--- src/rtl/multicycle_control_fsm.sv ---
// -----------------------------------------------------------------------------
// multicycle_control_fsm
//
// Control unit for a multicycle MIPS datapath. Sequences one shared ALU and
// one shared memory over 3-5 cycles per instruction. Adds a memory-ready
// handshake, illegal-instruction trapping and a retired-instruction counter.
//
// Ports
//   clk, reset      : clock, synchronous active-high reset
//   opcode, Funct   : instruction fields from the instruction register
//   mem_ready       : memory finishes the current access this cycle
//   IorD .. RegWrite: datapath control strobes and selects
//   illegal         : one-cycle pulse while in TRAP
//   state           : current state (debug)
//   retired         : count of completed instructions (wraps)
// -----------------------------------------------------------------------------
module multicycle_control_fsm #(
    parameter int ALU_CTRL_W    = 3,
    parameter bit USE_MEM_READY = 1'b1,
    parameter int CNT_W         = 32
) (
    input  logic                  clk,
    input  logic                  reset,
    input  logic [5:0]            opcode,
    input  logic [5:0]            Funct,
    input  logic                  mem_ready,
    output logic                  IorD,
    output logic                  MemRead,
    output logic                  MemWrite,
    output logic                  IRWrite,
    output logic                  PCWrite,
    output logic                  Beq,
    output logic                  Bne,
    output logic [1:0]            PCSrc,
    output logic                  ALUSrcA,
    output logic [1:0]            ALUSrcB,
    output logic [ALU_CTRL_W-1:0] ALUControl,
    output logic                  RegDst,
    output logic                  MemToReg,
    output logic                  RegWrite,
    output logic                  illegal,
    output logic [3:0]            state,
    output logic [CNT_W-1:0]      retired
);

    typedef enum logic [3:0] {
        S_FETCH  = 4'd0,  S_DECODE = 4'd1,  S_MEMADR = 4'd2,  S_MEMRD  = 4'd3,
        S_MEMWB  = 4'd4,  S_MEMWR  = 4'd5,  S_EXEC   = 4'd6,  S_ALUWB  = 4'd7,
        S_BRANCH = 4'd8,  S_ADDIEX = 4'd9,  S_ADDIWB = 4'd10, S_JUMP   = 4'd11,
        S_TRAP   = 4'd12
    } state_t;

    // Moore part of the outputs; registered so they are glitch-free.
    typedef struct packed {
        logic       iord;
        logic       memread;
        logic       memwrite;
        logic       pcwrite;   // jump only; the FETCH PC load is mem_ready-qualified
        logic       beq;
        logic       bne;
        logic [1:0] pcsrc;
        logic       alusrca;
        logic [1:0] alusrcb;
        logic [2:0] aluctl;
        logic       regdst;
        logic       memtoreg;
        logic       regwrite;
        logic       illegal;
    } ctrl_t;

    localparam logic [5:0] OP_RTYPE = 6'b000000;
    localparam logic [5:0] OP_J     = 6'b000010;
    localparam logic [5:0] OP_BEQ   = 6'b000100;
    localparam logic [5:0] OP_BNE   = 6'b000101;
    localparam logic [5:0] OP_ADDI  = 6'b001000;
    localparam logic [5:0] OP_LW    = 6'b100011;
    localparam logic [5:0] OP_SW    = 6'b101011;

    localparam logic [2:0] ALU_ADD = 3'b010;
    localparam logic [2:0] ALU_SUB = 3'b110;
    localparam logic [2:0] ALU_AND = 3'b000;
    localparam logic [2:0] ALU_OR  = 3'b001;
    localparam logic [2:0] ALU_SLT = 3'b111;

    state_t         state_q, next_state;
    ctrl_t          ctrl_q, next_ctrl;
    logic [CNT_W-1:0] retired_q;
    logic           mem_ok;
    logic           funct_legal;
    logic [2:0]     funct_alu;
    logic           fetch_go;
    logic           retire;

    assign mem_ok = USE_MEM_READY ? mem_ready : 1'b1;

    // R-type funct decode.
    // NOTE: every variable written in an always_comb gets a default first so
    // no path leaves it unassigned, which would infer a latch.
    always_comb begin
        funct_legal = 1'b1;
        funct_alu   = ALU_ADD;
        case (Funct)
            6'b100000: funct_alu = ALU_ADD;
            6'b100010: funct_alu = ALU_SUB;
            6'b100100: funct_alu = ALU_AND;
            6'b100101: funct_alu = ALU_OR;
            6'b101010: funct_alu = ALU_SLT;
            default:   funct_legal = 1'b0;
        endcase
    end

    function automatic ctrl_t decode_ctrl(input state_t s, input logic [5:0] op,
                                          input logic [2:0] r_alu);
        ctrl_t c;
        c        = '0;
        c.aluctl = ALU_ADD;
        case (s)
            S_FETCH:  begin c.memread = 1'b1; c.alusrcb = 2'b01; end
            S_DECODE: c.alusrcb = 2'b11;
            S_MEMADR: begin c.alusrca = 1'b1; c.alusrcb = 2'b10; end
            S_MEMRD:  begin c.memread = 1'b1; c.iord = 1'b1; end
            S_MEMWB:  begin c.regwrite = 1'b1; c.memtoreg = 1'b1; end
            S_MEMWR:  begin c.memwrite = 1'b1; c.iord = 1'b1; end
            S_EXEC:   begin c.alusrca = 1'b1; c.aluctl = r_alu; end
            S_ALUWB:  begin c.regwrite = 1'b1; c.regdst = 1'b1; end
            S_BRANCH: begin
                c.alusrca = 1'b1;
                c.aluctl  = ALU_SUB;
                c.pcsrc   = 2'b01;
                c.beq     = (op == OP_BEQ);
                c.bne     = (op == OP_BNE);
            end
            S_ADDIEX: begin c.alusrca = 1'b1; c.alusrcb = 2'b10; end
            S_ADDIWB: c.regwrite = 1'b1;
            S_JUMP:   begin c.pcwrite = 1'b1; c.pcsrc = 2'b10; end
            S_TRAP:   c.illegal = 1'b1;
            default:  ;
        endcase
        return c;
    endfunction

    always_comb begin
        next_state = state_q;
        case (state_q)
            S_FETCH:  if (mem_ok) next_state = S_DECODE;
            S_DECODE: begin
                case (opcode)
                    OP_LW, OP_SW:   next_state = S_MEMADR;
                    OP_RTYPE:       next_state = funct_legal ? S_EXEC : S_TRAP;
                    OP_BEQ, OP_BNE: next_state = S_BRANCH;
                    OP_ADDI:        next_state = S_ADDIEX;
                    OP_J:           next_state = S_JUMP;
                    default:        next_state = S_TRAP;
                endcase
            end
            S_MEMADR: next_state = (opcode == OP_SW) ? S_MEMWR : S_MEMRD;
            S_MEMRD:  if (mem_ok) next_state = S_MEMWB;
            S_MEMWB:  next_state = S_FETCH;
            S_MEMWR:  if (mem_ok) next_state = S_FETCH;
            S_EXEC:   next_state = S_ALUWB;
            S_ALUWB:  next_state = S_FETCH;
            S_BRANCH: next_state = S_FETCH;
            S_ADDIEX: next_state = S_ADDIWB;
            S_ADDIWB: next_state = S_FETCH;
            S_JUMP:   next_state = S_FETCH;
            S_TRAP:   next_state = S_FETCH;
            default:  next_state = S_FETCH;
        endcase
    end

    // Outputs are decoded from the state being entered and registered with it,
    // so the register always holds the Moore outputs of state_q. opcode/Funct
    // are already stable when DECODE picks EXEC or BRANCH.
    assign next_ctrl = decode_ctrl(next_state, opcode, funct_alu);

    // TRAP and unused encodings fall outside this list, so they never count.
    assign retire = (next_state == S_FETCH) &&
                    (state_q inside {S_MEMWB, S_MEMWR, S_ALUWB, S_BRANCH, S_ADDIWB, S_JUMP});

    // NOTE: sequential state uses non-blocking assignments so every register
    // samples pre-edge values regardless of statement order.
    always_ff @(posedge clk) begin
        if (reset) begin
            state_q   <= S_FETCH;
            ctrl_q    <= decode_ctrl(S_FETCH, opcode, funct_alu);
            retired_q <= '0;
        end else begin
            state_q <= next_state;
            ctrl_q  <= next_ctrl;
            if (retire) retired_q <= retired_q + CNT_W'(1);
        end
    end

    // FETCH loads IR and PC only once memory has delivered the instruction.
    assign fetch_go = (state_q == S_FETCH) && mem_ok;

    assign IorD       = ctrl_q.iord;
    assign MemRead    = ctrl_q.memread;
    assign MemWrite   = ctrl_q.memwrite;
    assign IRWrite    = fetch_go;
    assign PCWrite    = fetch_go | ctrl_q.pcwrite;
    assign Beq        = ctrl_q.beq;
    assign Bne        = ctrl_q.bne;
    assign PCSrc      = ctrl_q.pcsrc;
    assign ALUSrcA    = ctrl_q.alusrca;
    assign ALUSrcB    = ctrl_q.alusrcb;
    assign ALUControl = ALU_CTRL_W'(ctrl_q.aluctl);
    assign RegDst     = ctrl_q.regdst;
    assign MemToReg   = ctrl_q.memtoreg;
    assign RegWrite   = ctrl_q.regwrite;
    assign illegal    = ctrl_q.illegal;
    assign state      = state_q;
    assign retired    = retired_q;

endmodule

--- config.mk ---
export PLATFORM = sky130hd
export DESIGN_NAME = multicycle_control_fsm
export DESIGN_NICKNAME = d
export VERILOG_FILES = /design/src/rtl/multicycle_control_fsm.sv
export SDC_FILE = /design/constraint.sdc
export NUM_CORES = 1
export LEC_CHECK = 0
export CAP_MARGIN = 5
export CORE_AREA = 2 2 83 85
export DETAILED_ROUTE_END_ITERATION = 10
export DIE_AREA = 0 0 85 87
export PLACE_DENSITY = 0.86
export SKIP_CTS_REPAIR_TIMING = 1
export SLEW_MARGIN = 10
export SYNTH_ARGS = -nofsm -noshare
export SYNTH_HDL_FRONTEND = slang
export SYNTH_SLANG_ARGS = --single-unit
--- constraint.sdc ---
create_clock -name clk -period 2 [get_ports clk]
set_clock_uncertainty 0.2 [all_clocks]
set_input_delay 0.4 -clock clk [delete_from_list [all_inputs] [get_ports clk]]
set_output_delay 0.4 -clock clk [all_outputs]
set_load 0.01 [all_outputs]
# --- Yosys cells after proc, flatten, opt, wreduce, memory -nomap -nowiden ---
# Cells that the tools add are included.
totals:
  reg_bits: 54
  out_inout_bits: 55
classes:
  addsub: 1
  eq_ne: 34
  mux: 21
  bitwise_logic: 2
  n_reduce_logical: 15
ops:
  columns: ["cell", "count"]
  rows:
  - ["$eq A6 B6 Y1 const B", 7]
  - ["$eq A4 B4 Y1 const B", 9]
  - ["$add A32 B1 Y32 const B", 1]
  - ["$eq A4 B3 Y1 const B", 8]
  - ["$pmux W4 S7", 1]
  - ["$pmux W4 S5", 1]
  - ["$eq A4 B2 Y1 const B", 4]
  - ["$mux W4", 4]
  - ["$eq A6 B3 Y1 const B", 2]
  - ["$pmux W3 S4", 1]
  - ["$reduce_or A2 Y1", 6]
  - ["$mux W1", 10]
  - ["$eq A4 B1 Y1 const B", 2]
  - ["$logic_not A4 Y1", 2]
  - ["$eq A6 B2 Y1 const B", 1]
  - ["$eq A6 B4 Y1 const B", 1]
  - ["$logic_not A6 Y1", 1]
  - ["$pmux W2 S3", 1]
  - ["$pmux W3 S2", 1]
  - ["$reduce_bool A6 Y1", 1]
  - ["$reduce_or A5 Y1", 1]
  - ["$pmux W2 S2", 1]
  - ["$reduce_or A4 Y1", 1]
  - ["$mux W3", 1]
  - ["other kinds (4)", 5]

# --- Longest topological paths before layout ---
# Gate-level depths: netlist of run 1.
logic_depth:
  depth_word: 9
  ltp_mapped: 8
  mapped_depth_nobuf: 6

# --- Least setup slack after synthesis of run 1 ---
# OpenSTA, ideal clock, no wires.
synth_timing:
  kind: "input to register"
  start: "input port opcode[1]"
  end: "register ctrl_q (netlist bit ALUControl[2])"
  setup_time_ps: 79
  t_arrival_ps: 1972
  required_ps: 1721
  setup_slack_ps: -251
  cell_stages: 7
  path_buffers: 1
  path_cell_list: "buf_6 > nor4b_2 > o2111a_2 > o21a_4 > nor2_2 > or4b_1 > a211oi_2"
synth_via:
  elab_chain_len: 6
  elab_cells_between_ends: 15
  classes_between: "eq/ne (8); mux (4); reduce/logical (3)"
synth_rtl:
  columns: ["element", "line_no", "source"]
  rows:
  - ["start, declared", "24", "input logic [5:0] opcode,"]
  - ["$eq A6 B3 Y1, or another cell as far along", "147", "case (opcode)"]
  - ["$reduce_or A2 Y1", "147", null]
  - ["$pmux W4 S5", "147", null]
  - ["$pmux W4 S7 (*)", "144", "case (state_q)"]
  - ["$eq A4 B4 Y1 / $eq A4 B3 Y1 (equally long branches)", "117", "case (s)"]
  - ["$pmux W3 S2 (*)", "117", null]
  - ["end signal, assigned", "185", "ctrl_q <= decode_ctrl(S_FETCH, opcode, funct_alu);"]
  - ["end signal, assigned", "189", "ctrl_q <= next_ctrl;"]
  - ["end, declared", "86", "ctrl_t ctrl_q, next_ctrl;"]
# Mark *: on every way between the ends. The rest lies on a longest branch, timed or not.
# A chain may end at the register's enable or synchronous reset.

# --- Final worst setup path of run 1 ---
layout_timing:
  start: "register state_q[2] (netlist: state[2])"
  end: "register ctrl_q (netlist bit ALUControl[2])"
layout_via:
  elab_chain_len: 4
  elab_cells_between_ends: 14
  classes_between: "eq/ne (8); mux (5); reduce/logical (1)"
layout_rtl:
  columns: ["element", "line_no", "source"]
  rows:
  - ["start, declared", "85", "state_t state_q, next_state;"]
  - ["start signal, assigned", "188", "state_q <= next_state;"]
  - ["$eq A4 B4 Y1, or another cell as far along", "144", null]
  - ["$pmux W4 S7 (*)", "144", null]
  - ["$eq A4 B4 Y1 / $eq A4 B3 Y1 (equally long branches)", "117", null]
  - ["$pmux W3 S2 (*)", "117", null]
# Marked as above.

==> results of run 1 <==
==> cell usage after synthesis, types with 7 or more instances <==
master,number,share of area [%]
dfxtp_1,54,38
nor2_1,27,3.6
nand2_1,14,1.9
xnor2_1,14,4.4
buf_4,9,2.4
clkbuf_1,7,0.94
nand4_1,7,1.6
inv_1,9,1.2
nand3_1,13,2.3
a21oi_1,16,2.8
nor4_1,9,2.0
nor3_1,8,1.4
or3_1,14,3.1
nand2b_1,7,1.6
o21ai_0,12,2.1
nor2b_1,8,1.8
==> power breakdown <==
part	internal [mW]	total, mW	switching (mW)
combinational	0.356	0.689	0.334
clock	0.236	0.607	0.371
sequential	1.10	1.12	0.0186
total	1.69	2.41	0.723
==> registers in the layout (all words and copies together), names as in the netlist, 2 cells and up <==
name	count
state	4
retired	32
ALUSrcB	2
ALUControl	3
PCSrc	2
==> metal layers <==
| metal | global-route usage, % | wire length [µm] | vias to the layer above |
|---|---|---|---|
| met3 | 4.171 | 647 | 43 |
| met4 | 9.524 | 436 | 0 |
| met2 | 40.41 | 5995 | 176 |
| li1 | - | - | 1506 |
| met5 | 0 | 0 | - |
| met1 | 27.64 | 4548 | 1604 |
==> cell usage in the layout (no fill, tap or decap), types with 8 or more instances in the layout <==
cell type / Yosys / final
buf_4: 9 / 84
clkdlybuf4s50_1: 0 / 51
dfxtp_1: 54 / 47
buf_6: 3 / 35
nor2_1: 27 / 23
xnor2_1: 14 / 13
nand2_1: 14 / 10
dlymetal6s2s_1: 0 / 10
a21oi_2: 1 / 9
nor4_4: 0 / 8
or3_1: 14 / 8
==> cell type report <==
cell class              instances  area [µm²]  share of cell area [%]
clock buffers                   5       68.82                   1.306
clock inverters                 2       10.01                  0.1900
inverters                       9       38.79                  0.7362
multi-input cells             232        2166                   41.11
flip-flops and latches         54        1100                   20.87
well taps                      80       100.1                   1.900
repair buffers                189        1785                   33.89
==> final timing paths <==
path / start / end / cells after the start
max: state[2] / ALUControl[2] / 7
min: opcode[0] / Beq / 3
max reg2reg: state[2] / ALUControl[2] / 7
min reg2reg: retired[31] / retired[31] / 2
==> kinds of logic after synthesis <==
kind of cell	Yosys count	share of synthesized area, %
DFF	54	38.47
AOI/OAI and AO/OA	58	14.56
adders and majority gates	1	0.4452
buffers and inverters	32	6.456
xor gates and xnor gates	16	4.987
and+or+nand+nor	151	32.81
muxes	6	2.271
==> per-stage QoR <==
stage | util (%) | hold slack [ns] | cell area (µm²) | total power, mW | setup TNS [ns]
2_1_floorplan | - | 0.2716 | 2932 | 1.355 | -2.063
3_3_place_gp | 64.13 | 0.2765 | 4213 | 1.570 | -37.49
3_5_place_dp | 64.13 | 0.2833 | 4213 | 1.585 | -41.24
4_1_cts | 65.33 | 0.2971 | 4292 | 2.144 | -24.70
5_1_grt | 80.21 | 0.2686 | 5269 | 2.478 | -14.40
6_report | 80.21 | 0.2545 | 5269 | 2.412 | -11.36
==> critical path, cell delays in order, from the launching register on <==
cell,delay [ns]
dfxtp_4,0.38
buf_6,0.14
buf_4,0.14
nand3b_1,0.17
a211o_1,0.29
o221a_4,0.16
or4b_4,0.54
a211oi_2,0.25
==> flow_summary.json, run 1 <==
{
  "crit_path_start_kind": "flip-flop",
  "vias": 3329,
  "clock_latency_ns": 0.33,
  "finalSetupViolations": 53,
  "p_per_area_nw_per_um2": 457.8,
  "worst_slack_ns": -0.3675,
  "track_usage_pct": 22.99,
  "synth_edf_count": 0,
  "dp_hpwl_um": 6255,
  "ys_types": 61,
  "endpoint_kind": "flip-flop",
  "cts_sinks": 54,
  "fill_cells": 364,
  "outcome": "complete, but fails checks",
  "crit_arrival_ns": 2.39,
  "gp_congestion": 0.8442,
  "grt_pass1_vias": 2978,
  "grt_pass1_wl_um": 13850,
  "die_area_um2": 7395,
  "ys_seq_elements": 54,
  "slew_headroom_pct": 68.29,
  "start_util_pct": 42.78,
  "antenna_found_initial": 0,
  "netlist_area_um2": 2810,
  "cp.required_ns": 2.03,
  "die_h_um": 87,
  "grt_max_degree": 44,
  "wl_um": 11630,
  "period_share_pct": 118.4,
  "drtIter0Drc": 221,
  "antenna_cells": 0,
  "maxCapViolations": 0,
  "clockRootBuffer": "clkbuf_8",
  "grt_overflow_total": 0,
  "leakagePower_nw": 2.007,
  "drive_gt1_share_pct": 49.08,
  "place_inst": 530,
  "io-pin-count": 70,
  "r2r_setup_slack_ns": -0.37,
  "htree_levels": 2,
  "drtAntennaViolNets": 0,
  "io_buffers": 69,
  "coreArea_um2": 6569,
  "synth.yosys.seq_area_share_pct": 38.47,
  "yosys_warnings": 0,
  "clock_path_buffers": 2,
  "synth_top_flop_cell": "dfxtp_1",
  "pre_cts_ws_ns": -0.9491,
  "criticalPathCategory": "flip-flop to flip-flop",
  "rsz0062_at_grt": "yes",
  "max_freq_mhz": 422.4,
  "dieWidth_um": 85,
  "clk_pin_slew_ns": 0.11,
  "syn_inst": 318,
  "async_flop_share_pct": 0,
  "max_slew.worst_pin.slew_ns": 0.4691,
  "hold_viol_final": 0,
  "max-vdd-ir-drop_uv": 522.1,
  "period_minus_slack_ns": 2.368,
  "crit_fanout": 6,
  "synth.avg_cell_area_um2": 8.837,
  "cts_tree": "built",
  "dr.pass1.iters": 5,
  "wl_per_cell_um": 20.36,
  "worstHoldPathType": "input port to flip-flop",
  "drc": 0,
  "num_rows": 30,
  "nets": 507,
  "final-instance-count-excl-fill": 571,
  "violations": "setup timing",
  "synth_fp_nets": 334,
  "finalMaxSlewViolations": 0,
  "viasPerCell": 5.830,
  "numCtsBuffers": 5,
  "syn2layout_area_growth_pct": 87.49
}
(Power assumes the default switching activity.)
==> inputs of run 2 (changes only) <==
Settings changed: CORE_AREA 2 2 83 85 to 3 3 84 86, DIE_AREA 0 0 85 87 to 0 0 87 89.
==> run 2 against run 1 <==
The flow still finishes with violations (setup timing). Power fell by 0.73%. Wire length fell by 5.1%. Worst setup slack got worse by 0.043 ns. Design area fell by 5.0%. Sequential share of layout area rose by 1.1 points. Global-route usage fell by 2.9 points. Via count fell by 1.4%. Maximum frequency fell by 1.8%. Count of clock-buffer cells in the layout rose by 1. Register-to-register slack got worse by 0.04 ns. Combinational power fell by 4.4%. Critical path type unchanged.
==> flow_summary.json, run 2 (synthesized netlist as in run 1, its figures left out) <==
{
  "outcome": "complete, but fails checks",
  "violations": "setup timing",
  "clockRootBuffer": "clkbuf_8",
  "grt_max_degree": 38,
  "crit_fanout": 5,
  "max_freq_mhz": 414.8,
  "grt_overflow_total": 0,
  "worstHoldPathType": "input port to flip-flop",
  "max-vdd-ir-drop_uv": 765.2,
  "io-pin-count": 70,
  "pre_cts_ws_ns": -0.8391,
  "die_h_um": 89,
  "hold_viol_final": 0,
  "clock_path_buffers": 2,
  "clock_latency_ns": 0.31,
  "vias": 3284,
  "wl_per_cell_um": 20.21,
  "p_per_area_nw_per_um2": 478.6,
  "worst_slack_ns": -0.4108,
  "viasPerCell": 6.015,
  "coreArea_um2": 6350,
  "num_rows": 29,
  "period_share_pct": 120.5,
  "crit_arrival_ns": 2.42,
  "largest_reg_flops": 32,
  "final_cell_mix": "72 x buf_4, 51 x clkdlybuf4s50_1, 47 x dfxtp_1",
  "cts_sinks": 54,
  "crit_path_start_kind": "flip-flop",
  "p_clk_share_pct": 25.9,
  "grt_pass1_vias": 2769,
  "dieWidth_um": 87,
  "layout_commonest_cell": "buf_4",
  "clk_pin_slew_ns": 0.10,
  "crit_path_start": "state[2]",
  "nets": 484,
  "power_frac_comb_pct": 27.5,
  "hold_start": "opcode[0]",
  "switching_power_mw": 0.7127,
  "htree_levels": 2,
  "die_area_um2": 7743,
  "wl_um": 11040,
  "io_buffers": 69,
  "antenna_found_initial": 0,
  "dr.pass1.iters": 5,
  "drive_gt1_share_pct": 43.28,
  "maxCapViolations": 0,
  "cts_tree": "built",
  "track_usage_pct": 20.12,
  "antenna_cells": 0,
  "r2r-start": "state[2]",
  "finalMaxSlewViolations": 0,
  "endpoint_kind": "flip-flop",
  "period_minus_slack_ns": 2.411,
  "dp_hpwl_um": 5899,
  "drc": 0,
  "p_total_mw": 2.395,
  "drtAntennaViolNets": 0,
  "syn2layout_area_growth_pct": 78.05,
  "seqPwrFrac_pct": 46.6,
  "criticalPathCategory": "flip-flop to flip-flop",
  "finalSetupViolations": 53,
  "numCtsBuffers": 5,
  "cp.required_ns": 2.01,
  "grt_pass1_wl_um": 12700,
  "switching_share_pct": 29.76,
  "drtIter0Drc": 273,
  "slew_headroom_pct": 68.84,
  "rsz0062_at_grt": "yes",
  "leakagePower_nw": 1.924,
  "p_int_mw": 1.682,
  "start_util_pct": 44.26,
  "max_slew.worst_pin.slew_ns": 0.4666,
  "gp_congestion": 0.9108
}
## run 2: changes by cell type in the layout (fill, tap and decap cells not counted), moves of 3 or more
cell	previous run	this run
a21oi_2	9	6
o21ai_0	7	10
o31ai_1	2	5
buf_6	35	18
nor2_2	4	1
a21oi_1	7	10
dlymetal6s2s_1	10	13
o31ai_4	3	0
buf_4	84	72
## run 2: final cells by class
cell class,instances,area [µm²]
Sequential cell,54,1097
Clock buffer,6,72.57
Multi-Input combinational cell,233,2118
Tap cell,77,96.34
Timing Repair Buffer,165,1567
Fill cell,345,1346
Clock inverter,2,13.76
Inverter,9,38.79
## run 2: worst paths after layout
kind                                    end  slack (ns)  cells past startpoint
worst max-delay path            retired[22]       -0.41                      9
worst min register to register  retired[31]        0.34                      2
worst min-delay path                    Beq        0.28                      3
worst max register to register  retired[22]       -0.41                      9
## run 2: stage by stage
stage / cell area [µm²] / utilization [%] / hold WS [ns] / setup TNS, ns / instances
after floorplan: 2932 / - / 0.2716 / -2.063 / 318
after global placement: 4164 / 65.58 / 0.2759 / -35.84 / 516
after detailed placement: 4164 / 65.58 / 0.2837 / -39.28 / 516
after CTS: 4250 / 66.94 / 0.2991 / -22.51 / 524
after global routing: 5004 / 78.80 / 0.2864 / -16.40 / 546
final: 5004 / 78.80 / 0.2753 / -12.40 / 546
## run 2: worst max-delay path: stages, from the launching register on
cell and delay [ns]:
dfxtp_4 0.38, buf_8 0.13, nand2b_4 0.14, nor4_4 0.32
o32a_1 0.31, nand4_1 0.18, buf_4 0.19, buf_6 0.13
o21ai_0 0.22, a21oi_2 0.09
## run 2: per-layer routing
metal / wire length (µm) / GRT usage, % / vias to the layer above
met5: 0 / 0 / -
met4: 440 / 5.382 / 0
met3: 762 / 2.488 / 43
met2: 5541 / 36.09 / 199
met1: 4292 / 25.48 / 1583
li1: - / - / 1459
## run 2: power by group through the flow
stage / Sequential [mW] / Clock [mW] / Combinational (mW)
floorplan: 1.15 / 0 / 0.209
global placement: 1.14 / 0 / 0.445
detailed placement: 1.14 / 0 / 0.458
CTS: 1.11 / 0.608 / 0.461
global route: 1.12 / 0.673 / 0.688
finish: 1.12 / 0.620 / 0.659
==> inputs of run 3 (changes only) <==
Settings changed: PLACE_DENSITY 0.86 to 0.75.
==> run 3 against run 2 <==
The run still ends with setup timing left. Clock power is 11% higher. Critical path depth did not move. Sequential power barely moved. Via count shrank 2.4%. Register-to-register slack gained 0.05 ns. Design area down 1.4%. Worst setup slack improved by 0.049 ns. Non-clock buffer count increased by 15. Wire length down 6.5%. Largest cell class unchanged.
==> flow_summary.json, run 3 (synthesized netlist as in run 1, its figures left out) <==
{
  "dieWidth_um": 87,
  "place_inst": 526,
  "wl_um": 10320,
  "grt_pass1_vias": 2876,
  "clock_latency_ns": 0.33,
  "period_share_pct": 118.1,
  "maxCapViolations": 0,
  "multi_input_area_um2": 1973,
  "largest_reg_flops": 32,
  "worst_slack_ns": -0.3622,
  "cts_tree": "built",
  "drive_gt1_share_pct": 40.29,
  "outcome": "complete, but fails checks",
  "layout_commonest_cell": "buf_4",
  "rsz0062_at_grt": "yes",
  "finalMaxSlewViolations": 0,
  "dr.pass1.iters": 5,
  "dp_hpwl_um": 5975,
  "viasPerCell": 5.713,
  "slew_headroom_pct": 67.37,
  "htree_levels": 2,
  "seqCellArea_um2": 1099,
  "max_slew.worst_pin.slew_ns": 0.4827,
  "utilization_pct": 77.67,
  "nets": 499,
  "io_buffers": 69,
  "cts_sinks": 54,
  "start_util_pct": 44.26,
  "period_minus_slack_ns": 2.362,
  "hold_viol_final": 0,
  "wl_per_cell_um": 18.40,
  "max-vdd-ir-drop_uv": 407.4,
  "clock_path_buffers": 2,
  "crit_arrival_ns": 2.37,
  "cp.required_ns": 2.01,
  "gp_congestion": 0.8579,
  "crit_path_start_kind": "flip-flop",
  "max_freq_mhz": 423.3,
  "finalInstanceArea_um2": 4932,
  "coreArea_um2": 6350,
  "die_area_um2": 7743,
  "grt_max_degree": 32,
  "track_usage_pct": 21.24,
  "num_rows": 29,
  "drtIter0Drc": 272,
  "final-instance-count-excl-fill": 561,
  "criticalPathCategory": "flip-flop to flip-flop",
  "dpl-instance-area_um2": 4227,
  "leakagePower_nw": 1.940,
  "tns_ns": -7.403,
  "drc": 0,
  "final_cell_mix": "91 x buf_4, 51 x clkdlybuf4s50_1, 46 x dfxtp_1",
  "fill_cells": 360,
  "die_h_um": 89,
  "antenna_found_initial": 0,
  "violations": "setup timing",
  "finalSetupViolations": 49,
  "p_per_area_nw_per_um2": 478.1,
  "numCtsBuffers": 5,
  "grt_overflow_total": 0,
  "antenna_cells": 0,
  "clockRootBuffer": "clkbuf_8",
  "clk_pin_slew_ns": 0.11,
  "io-pin-count": 70,
  "vias": 3205,
  "grt_pass1_wl_um": 13160,
  "endpoint_kind": "flip-flop",
  "worstHoldPathType": "input port to flip-flop",
  "crit_fanout": 6,
  "syn2layout_area_growth_pct": 75.51,
  "drtAntennaViolNets": 0
}
[run 3: cell count changes in the layout (fill, tap and decap cells not counted), sizes merged]
cell / delta
dlymetal6s2s: -2
buf: +15
clkbuf: +2
[run 3: report_power, final]
part / switching [mW] / internal (mW)
Combinational: 0.269 / 0.285
Clock: 0.405 / 0.286
Sequential: 0.0150 / 1.10
Total: 0.689 / 1.67
[run 3: stage by stage]
step	power (mW)	worst slack, ns	hold WS [ns]
floorplan	1.355	-0.1684	0.2716
global placement	1.574	-0.8337	0.2795
detailed placement	1.583	-0.8982	0.2734
CTS	2.247	-0.7663	0.3113
global route	2.428	-0.3803	0.2544
finish	2.358	-0.3622	0.2455
[run 3: final cells by class]
cell class	instances	area share, %
clock buffers	6	1.674
clock inverters	2	0.3551
inverters	9	0.6849
multi-input cells	233	40.01
flip-flops and latches	54	22.27
well taps	77	1.953
repair buffers	180	33.05
[run 3: worst max-delay path, stage by stage, from the launching register on]
cell and delay (ns):
dfxtp_4 0.40, buf_6 0.13, buf_4 0.11, mux2i_2 0.25
o32a_1 0.24, nand4_1 0.17, buf_4 0.20, buf_2 0.15
o21ai_0 0.25, a21oi_1 0.14
[run 3: path summary, 6_finish.rpt]
path,depth (start not counted),end,from,slack (ns)
min reg2reg,2,retired[26],retired[26],0.34
min,3,Beq,opcode[0],0.25
max,9,retired[22],state[1],-0.36
max reg2reg,9,retired[22],state[1],-0.36
[run 3: metal layers]
metal	part of all wire (%)	global-route usage (%)
met1	39	25.41
met2	52	37.13
met3	4.2	3.779
met4	4.0	9.632
met5	0	0
